[src/rtl/spi_cmd_sm_if.sv]
// -----------------------------------------------------------------------------
// spi_cmd_sm_if
// Command/status bundle between the SPI front end and the command state
// machine.
//   slave  modport (state machine side):
//     in  : cmd, cmd_valid, done, fifo_pk_sz, abort
//     out : rd_select, wr_select, fifo_select, busy, word_cnt,
//           pk_done, cmd_err, timeout_err
//   master modport (front end side): same signals, opposite directions.
// -----------------------------------------------------------------------------
interface spi_cmd_sm_if #(
   parameter int CMD_W = 4,
   parameter int CNT_W = 8
);
   logic [CMD_W-1:0] cmd;
   logic             cmd_valid;
   logic             done;
   logic [CNT_W-1:0] fifo_pk_sz;
   logic             abort;
   logic             rd_select;
   logic             wr_select;
   logic             fifo_select;
   logic             busy;
   logic [CNT_W-1:0] word_cnt;
   logic             pk_done;
   logic             cmd_err;
   logic             timeout_err;

   modport slave (
      input  cmd, cmd_valid, done, fifo_pk_sz, abort,
      output rd_select, wr_select, fifo_select, busy, word_cnt,
             pk_done, cmd_err, timeout_err
   );

   modport master (
      output cmd, cmd_valid, done, fifo_pk_sz, abort,
      input  rd_select, wr_select, fifo_select, busy, word_cnt,
             pk_done, cmd_err, timeout_err
   );
endinterface

[src/rtl/spi_cmd_sm.sv]
// -----------------------------------------------------------------------------
// spi_cmd_sm
// Decodes a strobed SPI command, steers the shared shift register to the
// register-read, register-write or FIFO-dump datapath and counts FIFO words
// for packet transfers.
// Ports:
//   clk  : system clock
//   rst  : asynchronous active-high reset
//   bus  : spi_cmd_sm_if.slave (command inputs, selects and status outputs)
// Build option:
//   SPI_CMD_TIMEOUT_EN - when defined, a watchdog returns the block to IDLE
//   after TIMEOUT_CYC cycles in a busy state without a done.
// All outputs are registered; selects/busy decode the next state so they
// switch on the same edge as the state register.
// -----------------------------------------------------------------------------
module spi_cmd_sm #(
   parameter int CMD_W       = 4,
   parameter int CNT_W       = 8,
   parameter int OP_FIFO     = 1,
   parameter int OP_RD       = 2,
   parameter int OP_WR       = 3,
   parameter int TIMEOUT_CYC = 4096
) (
   input  logic         clk,
   input  logic         rst,
   spi_cmd_sm_if.slave  bus
);

   typedef enum logic [3:0] {
      S_IDLE = 4'b0001,
      S_FIFO = 4'b0010,
      S_RD   = 4'b0100,
      S_WR   = 4'b1000
   } state_t;

   state_t           state_q, state_d;
   logic [CNT_W-1:0] cnt_q, cnt_d;
   logic             rd_sel_q, wr_sel_q, fifo_sel_q, busy_q;
   logic             pk_done_q, pk_done_d;
   logic             cmd_err_q, cmd_err_d;
   logic             expire;

   // The watchdog needs at least one non-zero count; smaller values leave
   // this marker block in the elaborated hierarchy as a visible flag.
   if (TIMEOUT_CYC < 2) begin : g_timeout_cyc_too_small
   end

`ifdef SPI_CMD_TIMEOUT_EN
   localparam int WD_W = $clog2(TIMEOUT_CYC);

   logic [WD_W-1:0] wd_q, wd_d;
   logic            tmo_q, tmo_d;

   // done has already been excluded from expiry: a done on the last cycle wins.
   assign expire = (state_q != S_IDLE) && !bus.done &&
                   (wd_q == WD_W'(TIMEOUT_CYC - 1));
`else
   assign expire = 1'b0;
`endif

   always_comb begin
      state_d   = state_q;
      cnt_d     = cnt_q;
      pk_done_d = 1'b0;
      cmd_err_d = 1'b0;
      case (state_q)
         S_IDLE: begin
            // abort is meaningless here; a coincident command is handled normally
            if (bus.cmd_valid) begin
               if (bus.cmd == CMD_W'(OP_RD)) begin
                  state_d = S_RD;
               end else if (bus.cmd == CMD_W'(OP_WR)) begin
                  state_d = S_WR;
               end else if (bus.cmd == CMD_W'(OP_FIFO)) begin
                  if (bus.fifo_pk_sz != '0) begin
                     state_d = S_FIFO;
                     cnt_d   = bus.fifo_pk_sz;
                  end else begin
                     pk_done_d = 1'b1;   // empty packet completes at once
                  end
               end else begin
                  cmd_err_d = 1'b1;
               end
            end
         end
         default: begin
            // Any strobe while busy (including on the done cycle) is rejected.
            cmd_err_d = bus.cmd_valid;
            if (bus.abort) begin
               state_d = S_IDLE;
               cnt_d   = '0;
            end else if (bus.done) begin
               if (state_q == S_FIFO) begin
                  if (cnt_q > CNT_W'(1)) begin
                     cnt_d = cnt_q - CNT_W'(1);
                  end else begin
                     cnt_d     = '0;
                     state_d   = S_IDLE;
                     pk_done_d = 1'b1;
                  end
               end else begin
                  state_d = S_IDLE;
               end
            end else if (expire) begin
               state_d = S_IDLE;
               cnt_d   = '0;
            end
         end
      endcase
   end

`ifdef SPI_CMD_TIMEOUT_EN
   always_comb begin
      tmo_d = expire && !bus.abort;
      if (state_q == S_IDLE || state_d == S_IDLE || bus.done) begin
         wd_d = '0;
      end else begin
         wd_d = wd_q + WD_W'(1);
      end
   end

   always_ff @(posedge clk or posedge rst) begin
      if (rst) begin
         wd_q  <= '0;
         tmo_q <= 1'b0;
      end else begin
         wd_q  <= wd_d;
         tmo_q <= tmo_d;
      end
   end

   assign bus.timeout_err = tmo_q;
`else
   assign bus.timeout_err = 1'b0;
`endif

   always_ff @(posedge clk or posedge rst) begin
      if (rst) begin
         state_q    <= S_IDLE;
         cnt_q      <= '0;
         rd_sel_q   <= 1'b0;
         wr_sel_q   <= 1'b0;
         fifo_sel_q <= 1'b0;
         busy_q     <= 1'b0;
         pk_done_q  <= 1'b0;
         cmd_err_q  <= 1'b0;
      end else begin
         state_q    <= state_d;
         cnt_q      <= cnt_d;
         rd_sel_q   <= (state_d == S_RD);
         wr_sel_q   <= (state_d == S_WR);
         fifo_sel_q <= (state_d == S_FIFO);
         busy_q     <= (state_d != S_IDLE);
         pk_done_q  <= pk_done_d;
         cmd_err_q  <= cmd_err_d;
      end
   end

   assign bus.rd_select   = rd_sel_q;
   assign bus.wr_select   = wr_sel_q;
   assign bus.fifo_select = fifo_sel_q;
   assign bus.busy        = busy_q;
   assign bus.word_cnt    = cnt_q;
   assign bus.pk_done     = pk_done_q;
   assign bus.cmd_err     = cmd_err_q;

endmodule
[src/flat_wrapper.sv]
// flat-port wrapper written by rule: the top's interface ports become plain ports
module spi_cmd_sm_flat 
#(
   parameter int CMD_W       = 4,
   parameter int CNT_W       = 8,
   parameter int OP_FIFO     = 1,
   parameter int OP_RD       = 2,
   parameter int OP_WR       = 3,
   parameter int TIMEOUT_CYC = 4096
)
  (clk, rst, bus_cmd, bus_cmd_valid, bus_done, bus_fifo_pk_sz, bus_abort, bus_rd_select, bus_wr_select, bus_fifo_select, bus_busy, bus_word_cnt, bus_pk_done, bus_cmd_err, bus_timeout_err);
  spi_cmd_sm_if #(.CMD_W(CMD_W), .CNT_W(CNT_W)) bus_i ();
  input  logic clk;
  input  logic rst;
  input wire logic [$bits(bus_i.cmd)-1:0] bus_cmd;
  input wire logic [$bits(bus_i.cmd_valid)-1:0] bus_cmd_valid;
  input wire logic [$bits(bus_i.done)-1:0] bus_done;
  input wire logic [$bits(bus_i.fifo_pk_sz)-1:0] bus_fifo_pk_sz;
  input wire logic [$bits(bus_i.abort)-1:0] bus_abort;
  output wire logic [$bits(bus_i.rd_select)-1:0] bus_rd_select;
  output wire logic [$bits(bus_i.wr_select)-1:0] bus_wr_select;
  output wire logic [$bits(bus_i.fifo_select)-1:0] bus_fifo_select;
  output wire logic [$bits(bus_i.busy)-1:0] bus_busy;
  output wire logic [$bits(bus_i.word_cnt)-1:0] bus_word_cnt;
  output wire logic [$bits(bus_i.pk_done)-1:0] bus_pk_done;
  output wire logic [$bits(bus_i.cmd_err)-1:0] bus_cmd_err;
  output wire logic [$bits(bus_i.timeout_err)-1:0] bus_timeout_err;
  assign bus_i.cmd = bus_cmd;
  assign bus_i.cmd_valid = bus_cmd_valid;
  assign bus_i.done = bus_done;
  assign bus_i.fifo_pk_sz = bus_fifo_pk_sz;
  assign bus_i.abort = bus_abort;
  assign bus_rd_select = bus_i.rd_select;
  assign bus_wr_select = bus_i.wr_select;
  assign bus_fifo_select = bus_i.fifo_select;
  assign bus_busy = bus_i.busy;
  assign bus_word_cnt = bus_i.word_cnt;
  assign bus_pk_done = bus_i.pk_done;
  assign bus_cmd_err = bus_i.cmd_err;
  assign bus_timeout_err = bus_i.timeout_err;
  spi_cmd_sm #(.CMD_W(CMD_W), .CNT_W(CNT_W), .OP_FIFO(OP_FIFO), .OP_RD(OP_RD), .OP_WR(OP_WR), .TIMEOUT_CYC(TIMEOUT_CYC)) u_core (.clk(clk), .rst(rst), .bus(bus_i));
endmodule
[config.mk]
export PLATFORM = sky130hd
export DESIGN_NAME = spi_cmd_sm_flat
export DESIGN_NICKNAME = d
export VERILOG_FILES = /design/src/rtl/spi_cmd_sm_if.sv /design/src/rtl/spi_cmd_sm.sv /design/src/flat_wrapper.sv
export SDC_FILE = /design/constraint.sdc
export NUM_CORES = 1
export LEC_CHECK = 0
export ABC_AREA = 1
export CAP_MARGIN = 5
export CORE_MARGIN = 2
export CORE_UTILIZATION = 49
export CTS_BUF_LIST = sky130_fd_sc_hd__clkbuf_8
export CTS_CLUSTER_SIZE = 8
export DETAILED_ROUTE_END_ITERATION = 10
export PLACE_DENSITY = 0.81
export SLEW_MARGIN = 20
export SYNTH_ARGS = -nofsm -noshare
export SYNTH_HDL_FRONTEND = slang
export SYNTH_SLANG_ARGS = --single-unit
export TNS_END_PERCENT = 100
[constraint.sdc]
create_clock -name clk -period 2.07 [get_ports clk]
set_clock_uncertainty 0.1 [all_clocks]
set_input_delay 0.414 -clock clk [delete_from_list [all_inputs] [get_ports clk]]
set_output_delay 0.414 -clock clk [all_outputs]
set_load 0.01 [all_outputs]
# Yosys cells after proc, flatten, opt, wreduce, memory -nomap -nowiden
# Cells that the tools add are included.
[op_classes]
n_addsub = 1
order_cmp = 1
n_eq_ne = 14
n_mux = 35
reduce_logical = 4
[ops]
columns = ["cell", "count"]
rows = [
  ["$mux 8", 10],
  ["$mux 4", 10],
  ["$eq 4x2->1 const B", 4],
  ["$mux 1", 15],
  ["$eq 4x1->1 const B", 2],
  ["$gt 8x1->1 const B", 1],
  ["$reduce_bool 8->1", 1],
  ["$sub 8x1->8 const B", 1],
  ["$reduce_and 7->1", 1],
  ["$ne 2x2->1 const B", 3],
  ["$reduce_bool 3->1", 2],
  ["$eq 4x3->1 const B", 1],
  ["$eq 4x4->1 const B", 1],
  ["$ne 2x1->1 const B", 2],
  ["$ne 4x1->1 const B", 1],
]
[word_totals]
register_bits = 18
output_inout_bits = 15

# Depth between registers and ports, before layout
# Gate-level depths: netlist of run 1.
[logic_depth]
depth_word = 8
ltp_mapped = 12
depth_no_buf = 12

# Worst setup path after synthesis of run 1
# Ideal clock, no wire load.
[synth_timing]
path_type = "register to register"
from = "register u_core.cnt_q[0], in the netlist u_core.bus.word_cnt[0]"
to = "register u_core.cnt_q[4], in the netlist u_core.bus.word_cnt[4]"
setup_time_ps = 123
arrival_time_ps = 1359
slack_ps = 488
stages_incl_launch_ff = 12
path_cell_list = "dfrtp_1 > inv_1 > ha_1 > inv_1 > nand2_1 > nand2_1 > nor2_4 > inv_1 > nand2_2 > nor2_1 > o21ai_1 > o21ai_1"
[synth_between]
elab_chain_len = 6
elab_cells_between_ends = 7
classes_between = "add/sub: 1; order compare: 1; mux: 5"
[synth_lines]
columns = ["item", "line_no", "rtl"]
rows = [
  ["from (decl)", "spi_cmd_sm.sv:37", "logic [CNT_W-1:0] cnt_q, cnt_d;"],
  ["from (signal assigned)", "spi_cmd_sm.sv:149", "cnt_q <= cnt_d;"],
  ["$sub 8x1->8 or $gt 8x1->1 (tied branches)", "spi_cmd_sm.sv:95, spi_cmd_sm.sv:94", ""],
  ["$mux 8 *", "spi_cmd_sm.sv:94", "if (cnt_q > CNT_W'(1)) begin"],
  ["$mux 8 *", "spi_cmd_sm.sv:93", "if (state_q == S_FIFO) begin"],
  ["$mux 8 *", "spi_cmd_sm.sv:92", "end else if (bus.done) begin"],
  ["$mux 8 *", "spi_cmd_sm.sv:89", "if (bus.abort) begin"],
  ["$mux 8 *", "spi_cmd_sm.sv:66", "case (state_q)"],
]
# Every way passes the cells marked *; elsewhere a longest branch is shown, timed or not. The select of a mux whose other input is x is not followed.
# A chain may end at the register's enable or synchronous reset.

# Worst setup path after layout of run 1
[layout_timing]
from = "register u_core.state_q[0]"
to = "register u_core.cnt_q[5], in the netlist u_core.bus.word_cnt[5]"
[layout_between]
elab_chain_len = 3
elab_cells_between_ends = 11
classes_between = "eq/ne: 7; mux: 1; reduce/logical: 3"
[layout_lines]
columns = ["item", "line_no", "rtl"]
rows = [
  ["from (decl)", "spi_cmd_sm.sv:36", "state_t state_q, state_d;"],
  ["from (signal assigned)", "spi_cmd_sm.sv:148", "state_q <= state_d;"],
  ["$eq 4x1->1 or $eq 4x2->1 (tied branches)", "spi_cmd_sm.sv:66, spi_cmd_sm.sv:93", ""],
  ["$ne 2x2->1 (no line) (tied with other cells)", "-", ""],
  ["$reduce_and 7->1 (no line)", "-", ""],
]
# Several ways; a longest one is shown, not always the timed one.

==> impl_metrics.py, run 1 <==
metrics = {
    "sta": {
        "finalMaxSlewViolations": 0,
        "fin_tns_setup_ps": 0,
        "max_freq_ghz": 0.5540,
        "fin_crit_sh": 0.8721,
        "finalSetupViolations": 0,
        "rsz0062_at_grt": "no",
        "worst_slack_ps": 264.8,
        "fin_crit_ps": 1805,
        "timing.final.hold_violations": 0,
    },
    "synthesis": {
        "yosysWarningCount": 0,
        "yosysUniqueCellTypes": 29,
        "syn_inst": 162,
        "syn_avg_cell_area_um2": 7.299,
        "synth_ff_type": "dfrtp_1",
        "synth_area_mm2": 0.001182,
        "synthTopCellsByCount": "nand2_1, inv_1, dfrtp_1, nor2_1, nand3_1",
        "async_reset_ff_frac": 1.000,
        "synth.top_cell.area_share": 0.3598,
        "netlist_top_cells_area": "dfrtp_1, nand2_1, inv_1",
        "seq_area_frac_synth": 0.3820,
        "yosysMostFrequentCell": "nand2_1",
        "synth_top_cell_by_area": "dfrtp_1",
        "synth-edff-count": 0,
        "synth-seq-cells": 18,
        "syn-num-nets": 181,
    },
    "cts": {
        "cts_hold_buf": 0,
        "cts-htree-levels": 1,
        "cts_buffers": 3,
        "path_clk_slew_ps": 70,
        "clockBufferDepth": 2,
        "clkLatencyLatePin_ps": 250,
        "postCtsResizedCells": 0,
        "clock-sinks": 18,
        "clockRootBuffer": "clkbuf_8",
        "cts_setup_buffers": 0,
        "cts_tree": "yes",
    },
    "critical_path": {
        "crit_path_start_kind": "flop",
        "path_max_fanout": 16,
        "required_ps": 2120,
        "r2r-end": "u_core.bus.word_cnt[5]",
        "timing.rr.start": "u_core.state_q[0]",
        "reg2regPathDepth": 9,
        "r2r_slack_ps": 260,
        "critPathArrivalTime_ps": 1850,
        "end_kind": "flop",
        "startpoint": "u_core.state_q[0]",
        "crit_type": "flop to flop",
    },
    "routing": {
        "postRouteAntennaNets": 0,
        "drcViolationCount": 0,
        "drtIter0Drc": 28,
        "vias": 1103,
        "drt-total-wl_mm": 2.561,
        "wl_per_cell_um": 11.54,
        "vias_per_cell": 4.968,
        "drt_pass1_iterations": 4,
    },
    "flow_run": {
        "cap_violations": 0,
    },
    "floorplan": {
        "die-area_mm2": 0.002822,
        "rows": 17,
        "io_pins": 32,
        "die_w_um": 53.12,
        "start_util": 0.5244,
        "coreArea_mm2": 0.002255,
        "dieHeight_um": 53.12,
    },
    "power_and_ir_drop": {
        "power_mw": 1.230,
        "peakVddDrop_mv": 0.5451,
        "power_density_mw_per_mm2": 798.3,
        "power.leakage_nw": 0.7649,
    },
    "grt": {
        "grt_use_total": 0.2065,
        "grt_max_degree": 19,
        "grt_pass1_wl_mm": 4.195,
        "grt_overflow_total": 0,
        "grt_pass1_vias": 1031,
        "antenna_found_initial": 0,
    },
    "place": {
        "hpwl_mm": 2.045,
        "port_buffers": 30,
        "place_congestion": 0.8725,
        "pre_cts_ws_ps": 59.81,
        "dp.cells": 218,
    },
    "layout": {
        "fin_util": 0.6831,
        "nFillCells": 178,
        "drive_gt1_frac": 0.1443,
        "areaGrowthSynthToFinish_pct": 30.26,
        "diodes": 0,
        "final_cell_count_no_fill": 222,
        "fin_nets": 214,
    },
    "status": {
        "status": "completed",
    },
    "worst_hold_path": {
        "hold_class": "primary input to async pin",
    },
}
## through the flow
step	area (µm²)	hold slack [ps]
3_5_place_dp	1495	388.6
6_report	1540	387.3
5_1_grt	1540	415.6
2_1_floorplan	1182	251.8
3_3_place_gp	1495	387.4
4_1_cts	1540	392.2
## cell usage in the layout, fill, tap and decap left out, types with 2 or more instances in the layout
cell type	n
o22ai_1	3
nand2_2	4
nand2_4	3
clkdlybuf4s50_1	30
nand3_2	2
nand4_1	3
o21ai_1	6
inv_1	27
ha_1	2
dfrtp_1	17
clkbuf_8	3
nor2_2	7
o21ai_0	7
inv_2	3
nor2_1	14
nor2_4	2
nand2_1	41
nand3_1	8
## worst max-delay path: stages (launching register included)
cell and delay (ps):
dfstp_2 520, inv_2 40, nor2_2 110, nand2_2 190
nor2_2 170, nand3_2 150, nand2_4 190, o21ai_0 110
nand2_1 70, nand2_1 40
## routing by layer
layer	routed length, µm	GRT usage	share of wire
met5	0	0	0
met1	1104	0.2460	0.43
met3	121	0.03672	0.047
met4	11	0.08120	0.0043
met2	1324	0.3646	0.52
## state kept, by name, summed over array words and instances, names as in the netlist
register                flops
u_core.bus.word_cnt         8
u_core.bus.wr_select        1
u_core.bus.pk_done          1
u_core.bus.rd_select        1
u_core.bus.cmd_err          1
u_core.bus.busy             1
u_core.bus.fifo_select      1
u_core.state_q              4
## cells by family after synthesis
family                     count (synthesis)  share of synthesized area
other                                      1                   0.003172
adders and majority gates                  2                    0.02116
DFF                                       18                     0.3820
and+or+nand+nor                           87                     0.3619
xor gates and xnor gates                   2                    0.01482
AOI/OAI and AO/OA                         20                    0.09947
buffers and inverters                     32                     0.1175
## how the worst max path moves through the flow
stage	to	slack, ps
3_5_place_dp	u_core.bus.busy	60
6_report	u_core.bus.word_cnt[5]	260
5_1_grt	u_core.bus.word_cnt[5]	100
2_1_floorplan	u_core.bus.word_cnt[4]	490
4_1_cts	u_core.bus.word_cnt[7]	280
3_3_place_gp	u_core.bus.word_cnt[7]	130
## layout make-up
type	count	area, µm²	share of cell area
multi-input combinational	112	591.8	0.3842
sequential	18	451.7	0.2933
clock buffer	3	41.29	0.02681
timing repair buffer	31	307.8	0.1998
inverter	29	108.9	0.07067
tap	28	35.03	0.02275
clock inverter	1	3.754	0.002437
## report_power, final
part	switching, mW	total [mW]	internal [mW]
Clock	0.115	0.246	0.132
Sequential	0.0661	0.480	0.413
Combinational	0.267	0.504	0.236
Power figures use the tool's default switching activity.
==> inputs of run 2 (changes only) <==
--- a/config.mk
+++ b/config.mk
@@ -8,11 +8,12 @@
 export ABC_AREA = 1
 export CAP_MARGIN = 5
 export CORE_MARGIN = 2
-export CORE_UTILIZATION = 49
+export CORE_UTILIZATION = 45
 export CTS_BUF_LIST = sky130_fd_sc_hd__clkbuf_8
 export CTS_CLUSTER_SIZE = 8
 export DETAILED_ROUTE_END_ITERATION = 10
-export PLACE_DENSITY = 0.81
+export PLACE_DENSITY = 0.78
+export SKIP_CTS_REPAIR_TIMING = 1
 export SLEW_MARGIN = 20
 export SYNTH_ARGS = -nofsm -noshare
 export SYNTH_HDL_FRONTEND = slang
==> constraint.sdc (replaced) <==
create_clock -name clk -period 1.5 [get_ports clk]
set_clock_uncertainty 0.1 [all_clocks]
set_input_delay 0.3 -clock clk [delete_from_list [all_inputs] [get_ports clk]]
set_output_delay 0.3 -clock clk [all_outputs]
set_load 0.01 [all_outputs]
==> run 2 against run 1 <==
The flow now finishes with violations (negative setup slack). Hold slack worse by 87 ps. Clock power increased by 66%. Via count rose by 26%. Maximum frequency up 7.5%. Register-to-register slack got worse by 440 ps. Largest power group unchanged.
==> impl_metrics.py, run 2 (synthesis results as in run 1) <==
metrics = {
    "critical_path": {
        "crit_type": "flop to flop",
        "path_max_fanout": 6,
        "end_kind": "flop",
        "slowest_stage": "dfrtp_1",
        "critPathArrivalTime_ps": 1720,
        "cpLargestDelayFamily": "simple AND/OR/NAND/NOR gates",
        "max_stage_delay_ps": 440,
        "path_cells": "inv_2 > ha_4 > inv_2 > nand2_2 > nand2_2 > nor2_4 > inv_2 > nand2_4 > nor2_1 > o21ai_1 > o21ai_1",
        "path_buf_inv": 3,
        "path_common_cell": "inv_2",
        "crit_path_start_kind": "flop",
        "required_ps": 1540,
    },
    "cts": {
        "clkLatencyLatePin_ps": 260,
        "cts_buffers": 3,
        "clockBufferDepth": 2,
        "clock-sinks": 18,
        "cts-htree-levels": 1,
        "path_clk_slew_ps": 80,
        "clockRootBuffer": "clkbuf_8",
        "cts_tree": "yes",
    },
    "sta": {
        "finalSetupViolations": 16,
        "fin_crit_sh": 1.120,
        "timing.final.hold_violations": 0,
        "rsz0062_at_grt": "yes",
        "worst_slack_ps": -179.8,
        "max_freq_ghz": 0.5953,
        "finalMaxSlewViolations": 0,
        "fin_crit_ps": 1680,
    },
    "power_and_ir_drop": {
        "power_mw": 2.180,
        "peakVddDrop_mv": 0.9671,
        "power_density_mw_per_mm2": 1034,
        "power.leakage_nw": 1.237,
    },
    "layout": {
        "fin_util": 0.8515,
        "drive_gt1_frac": 0.4100,
        "areaGrowthSynthToFinish_pct": 78.41,
        "layout_commonest_cell": "buf_4",
        "largest_reg_flops": 8,
        "final_cell_mix": "buf_4, nand2_1, inv_1",
        "diodes": 0,
        "fin_nets": 259,
    },
    "grt": {
        "grt_use_total": 0.2281,
        "grt_overflow_total": 0,
        "antenna_found_initial": 0,
        "grt_max_degree": 19,
        "grt_pass1_wl_mm": 5.671,
        "grt_pass1_vias": 1330,
    },
    "floorplan": {
        "rows": 18,
        "die_w_um": 55.26,
        "dieHeight_um": 55.26,
        "die-area_mm2": 0.003054,
        "io_pins": 32,
        "coreArea_mm2": 0.002477,
        "start_util": 0.4773,
    },
    "routing": {
        "drt-total-wl_mm": 4.284,
        "drcViolationCount": 0,
        "wl_per_cell_um": 15.93,
        "postRouteAntennaNets": 0,
        "drtIter0Drc": 68,
        "drt_pass1_iterations": 4,
        "vias": 1391,
        "vias_per_cell": 5.171,
    },
    "place": {
        "hpwl_mm": 2.590,
        "port_buffers": 30,
        "place_congestion": 0.8872,
    },
    "status": {
        "status": "finished, violations left",
        "violations": "negative setup slack",
    },
    "flow_run": {
        "cap_violations": 0,
    },
    "worst_hold_path": {
        "hold_class": "primary input to async pin",
    },
}
==> run 2: through the flow <==
stage	hold slack, ps	cell area [µm²]	setup TNS, ps	setup WS [ps]	std cells
global route	317.6	2110	-3524	-271.3	269
CTS	266.7	1810	-2825	-216.8	255
finish	300.0	2110	-2126	-179.8	269
detailed placement	401.9	1755	-5146	-407.8	251
global placement	387.2	1755	-3824	-326.1	251
floorplan	137.8	1195	-11.80	-11.80	162
==> run 2: routing by layer <==
| metal | GRT usage | wire length (µm) | vias to the layer above |
|---|---|---|---|
| li1 | - | - | 664 |
| met5 | 0 | 0 | - |
| met3 | 0.03513 | 174 | 5 |
| met1 | 0.2381 | 1572 | 665 |
| met2 | 0.4541 | 2485 | 57 |
| met4 | 0.07317 | 51 | 0 |
==> run 2: path summary, 6_finish.rpt <==
check                                             from  slack (ps)                      to  depth (start not counted)
worst max-delay path            u_core.bus.word_cnt[0]        -180  u_core.bus.word_cnt[4]                         11
worst max register to register  u_core.bus.word_cnt[0]        -180  u_core.bus.word_cnt[4]                         11
max in group asynchronous                          rst         730       u_core.state_q[0]                          3
min in group clk                            bus_cmd[1]         310      u_core.bus.pk_done                          2
worst min register to register  u_core.bus.word_cnt[7]         410  u_core.bus.word_cnt[7]                          2
worst min-delay path                               rst         300  u_core.bus.word_cnt[2]                          3
==> run 2: layout make-up <==
type	count	area [µm²]
multi-input combinational	113	755.7
timing repair buffer	75	700.7
sequential	18	451.7
fill	132	367.9
inverter	29	108.9
clock buffer	4	55.05
tap	30	37.54
==> run 2: power breakdown <==
part / switching, mW / internal [mW] / total, mW
registers: 0.0794 / 0.571 / 0.650
logic: 0.567 / 0.554 / 1.12
clock network: 0.175 / 0.234 / 0.409
total: 0.822 / 1.36 / 2.18
==> run 2: worst min-delay path: stages <==
cell	delay (ps)
clkdlybuf4s50_1	410
inv_1	70
buf_4	260
==> inputs of run 3 (changes only) <==
--- a/config.mk
+++ b/config.mk
@@ -13,6 +13,7 @@
 export CTS_CLUSTER_SIZE = 8
 export DETAILED_ROUTE_END_ITERATION = 10
 export PLACE_DENSITY = 0.78
+export RECOVER_POWER = 100
 export SKIP_CTS_REPAIR_TIMING = 1
 export SLEW_MARGIN = 20
 export SYNTH_ARGS = -nofsm -noshare
==> run 3 against run 2 <==
The run still ends with negative setup slack left. Core utilization decreased by 1.1 points. Via count shrank 0.65%. Sequential power is essentially flat. Maximum frequency rose by 0.57%. Worst setup slack improved by 9.5 ps. Cell area decreased by 1.3%. Die area unchanged. Power shrank 0.30%. Clock power barely moved. Sequential cell count did not move. Non-clock buffer count unchanged. Final cell count unchanged.
==> impl_metrics.py, run 3 (synthesis results as in run 1) <==
metrics = {
    "layout": {
        "final_cell_count_no_fill": 269,
        "layout_commonest_cell": "buf_4",
        "multi_input_area_um2": 755.7,
        "diodes": 0,
        "design_area_mm2": 0.002082,
        "seqCellArea_um2": 451.7,
        "largest_reg_flops": 8,
        "fin_nets": 259,
        "nFillCells": 142,
        "areaGrowthSynthToFinish_pct": 76.08,
        "final_cell_mix": "buf_4, nand2_1, inv_1",
        "drive_gt1_frac": 0.4100,
    },
    "routing": {
        "drcViolationCount": 0,
        "drt_pass1_iterations": 4,
        "vias_per_cell": 5.138,
        "postRouteAntennaNets": 0,
        "vias": 1382,
        "wl_per_cell_um": 15.81,
        "drtIter0Drc": 69,
        "drt-total-wl_mm": 4.254,
    },
    "floorplan": {
        "rows": 18,
        "coreArea_mm2": 0.002477,
        "die_w_um": 55.26,
        "io_pins": 32,
        "die-area_mm2": 0.003054,
        "dieHeight_um": 55.26,
        "start_util": 0.4773,
    },
    "place": {
        "place_congestion": 0.8872,
        "placed_cell_area_mm2": 0.001755,
        "hpwl_mm": 2.590,
        "port_buffers": 30,
        "dp.cells": 251,
        "pre_cts_ws_ps": -407.8,
    },
    "critical_path": {
        "critPathArrivalTime_ps": 1710,
        "required_ps": 1540,
        "startpoint": "u_core.bus.word_cnt[0]",
        "timing.rr.start": "u_core.bus.word_cnt[0]",
        "path_max_fanout": 6,
        "crit_type": "flop to flop",
        "end_kind": "flop",
        "crit_path_start_kind": "flop",
    },
    "cts": {
        "clockBufferDepth": 2,
        "cts-htree-levels": 1,
        "clockRootBuffer": "clkbuf_8",
        "clock-sinks": 18,
        "cts_tree": "yes",
        "cts_buffers": 3,
        "path_clk_slew_ps": 70,
        "clkLatencyLatePin_ps": 260,
    },
    "worst_hold_path": {
        "hold_start": "bus_cmd[1]",
        "hold_class": "primary input to flop",
    },
    "status": {
        "violations": "negative setup slack",
        "status": "finished, violations left",
    },
    "sta": {
        "worst_slack_ps": -170.2,
        "fin_crit_sh": 1.113,
        "finalMaxSlewViolations": 0,
        "fin_crit_ps": 1670,
        "timing.final.hold_violations": 0,
        "max_freq_ghz": 0.5987,
        "rsz0062_at_grt": "yes",
        "finalSetupViolations": 15,
    },
    "grt": {
        "grt_pass1_wl_mm": 5.671,
        "grt_max_degree": 19,
        "antenna_found_initial": 0,
        "grt_overflow_total": 0,
        "grt_use_total": 0.2281,
        "grt_pass1_vias": 1330,
    },
    "power_and_ir_drop": {
        "combPwrFrac": 0.513,
        "p_sw_frac": 0.3773,
        "p_int_mw": 1.354,
        "pwr-share-seq": 0.300,
        "switchingPower_mw": 0.8201,
        "power_density_mw_per_mm2": 1044,
        "clockPowerShare": 0.187,
        "peakVddDrop_mv": 0.9714,
        "power.leakage_nw": 1.082,
    },
    "flow_run": {
        "cap_violations": 0,
    },
}
run 3: power by group through the flow:
stage                     clock (mW)  sequential, mW  combinational [mW]
after global routing           0.440           0.660                1.21
after detailed placement           0           0.661               0.903
after global placement             0           0.657               0.876
after CTS                      0.408           0.652               0.906
after floorplan                    0           0.698               0.404
final                          0.407           0.652                1.12
run 3: path summary, 6_finish.rpt:
| check | end | slack (ps) | depth (start not counted) |
|---|---|---|---|
| setup / recovery | u_core.bus.word_cnt[4] | -170 | 11 |
| hold / removal | u_core.bus.pk_done | 320 | 2 |
| setup reg to reg | u_core.bus.word_cnt[4] | -170 | 11 |
| hold reg to reg | u_core.bus.word_cnt[7] | 420 | 2 |
| max in group asynchronous | u_core.state_q[0] | 430 | 3 |
| min in group asynchronous | u_core.state_q[1] | 520 | 3 |
run 3: worst max-delay path, stage by stage (launching register included):
cell	delay, ps
dfrtp_1	440
inv_2	110
ha_4	140
inv_2	30
nand2_2	50
nand2_2	70
nor2_4	170
inv_2	60
nand2_4	110
nor2_1	60
o21ai_1	130
o21ai_1	80
run 3: cell type report:
type,instances,share of cell area
multi-input cells,113,0.3630
inverters,29,0.05228
flip-flops and latches,18,0.2169
repair buffers,75,0.3233
well taps,30,0.01803
clock buffers,4,0.02644
run 3: metal layers:
layer	GRT usage	wire length [µm]	vias up
met5	0	0	-
met4	0.07317	51	0
met3	0.03513	160	5
met2	0.4541	2480	46
met1	0.2381	1561	664
li1	-	-	667
run 3: stage by stage:
| stage | utilization | power, mW | setup TNS [ps] | hold slack, ps |
|---|---|---|---|---|
| after floorplan | - | 1.102 | -11.80 | 137.8 |
| after global placement | 0.7086 | 1.532 | -3824 | 387.2 |
| after detailed placement | 0.7086 | 1.564 | -5146 | 401.9 |
| after CTS | 0.7308 | 1.967 | -2825 | 266.7 |
| after global routing | 0.8404 | 2.314 | -3524 | 317.6 |
| final | 0.8404 | 2.174 | -2029 | 315.2 |
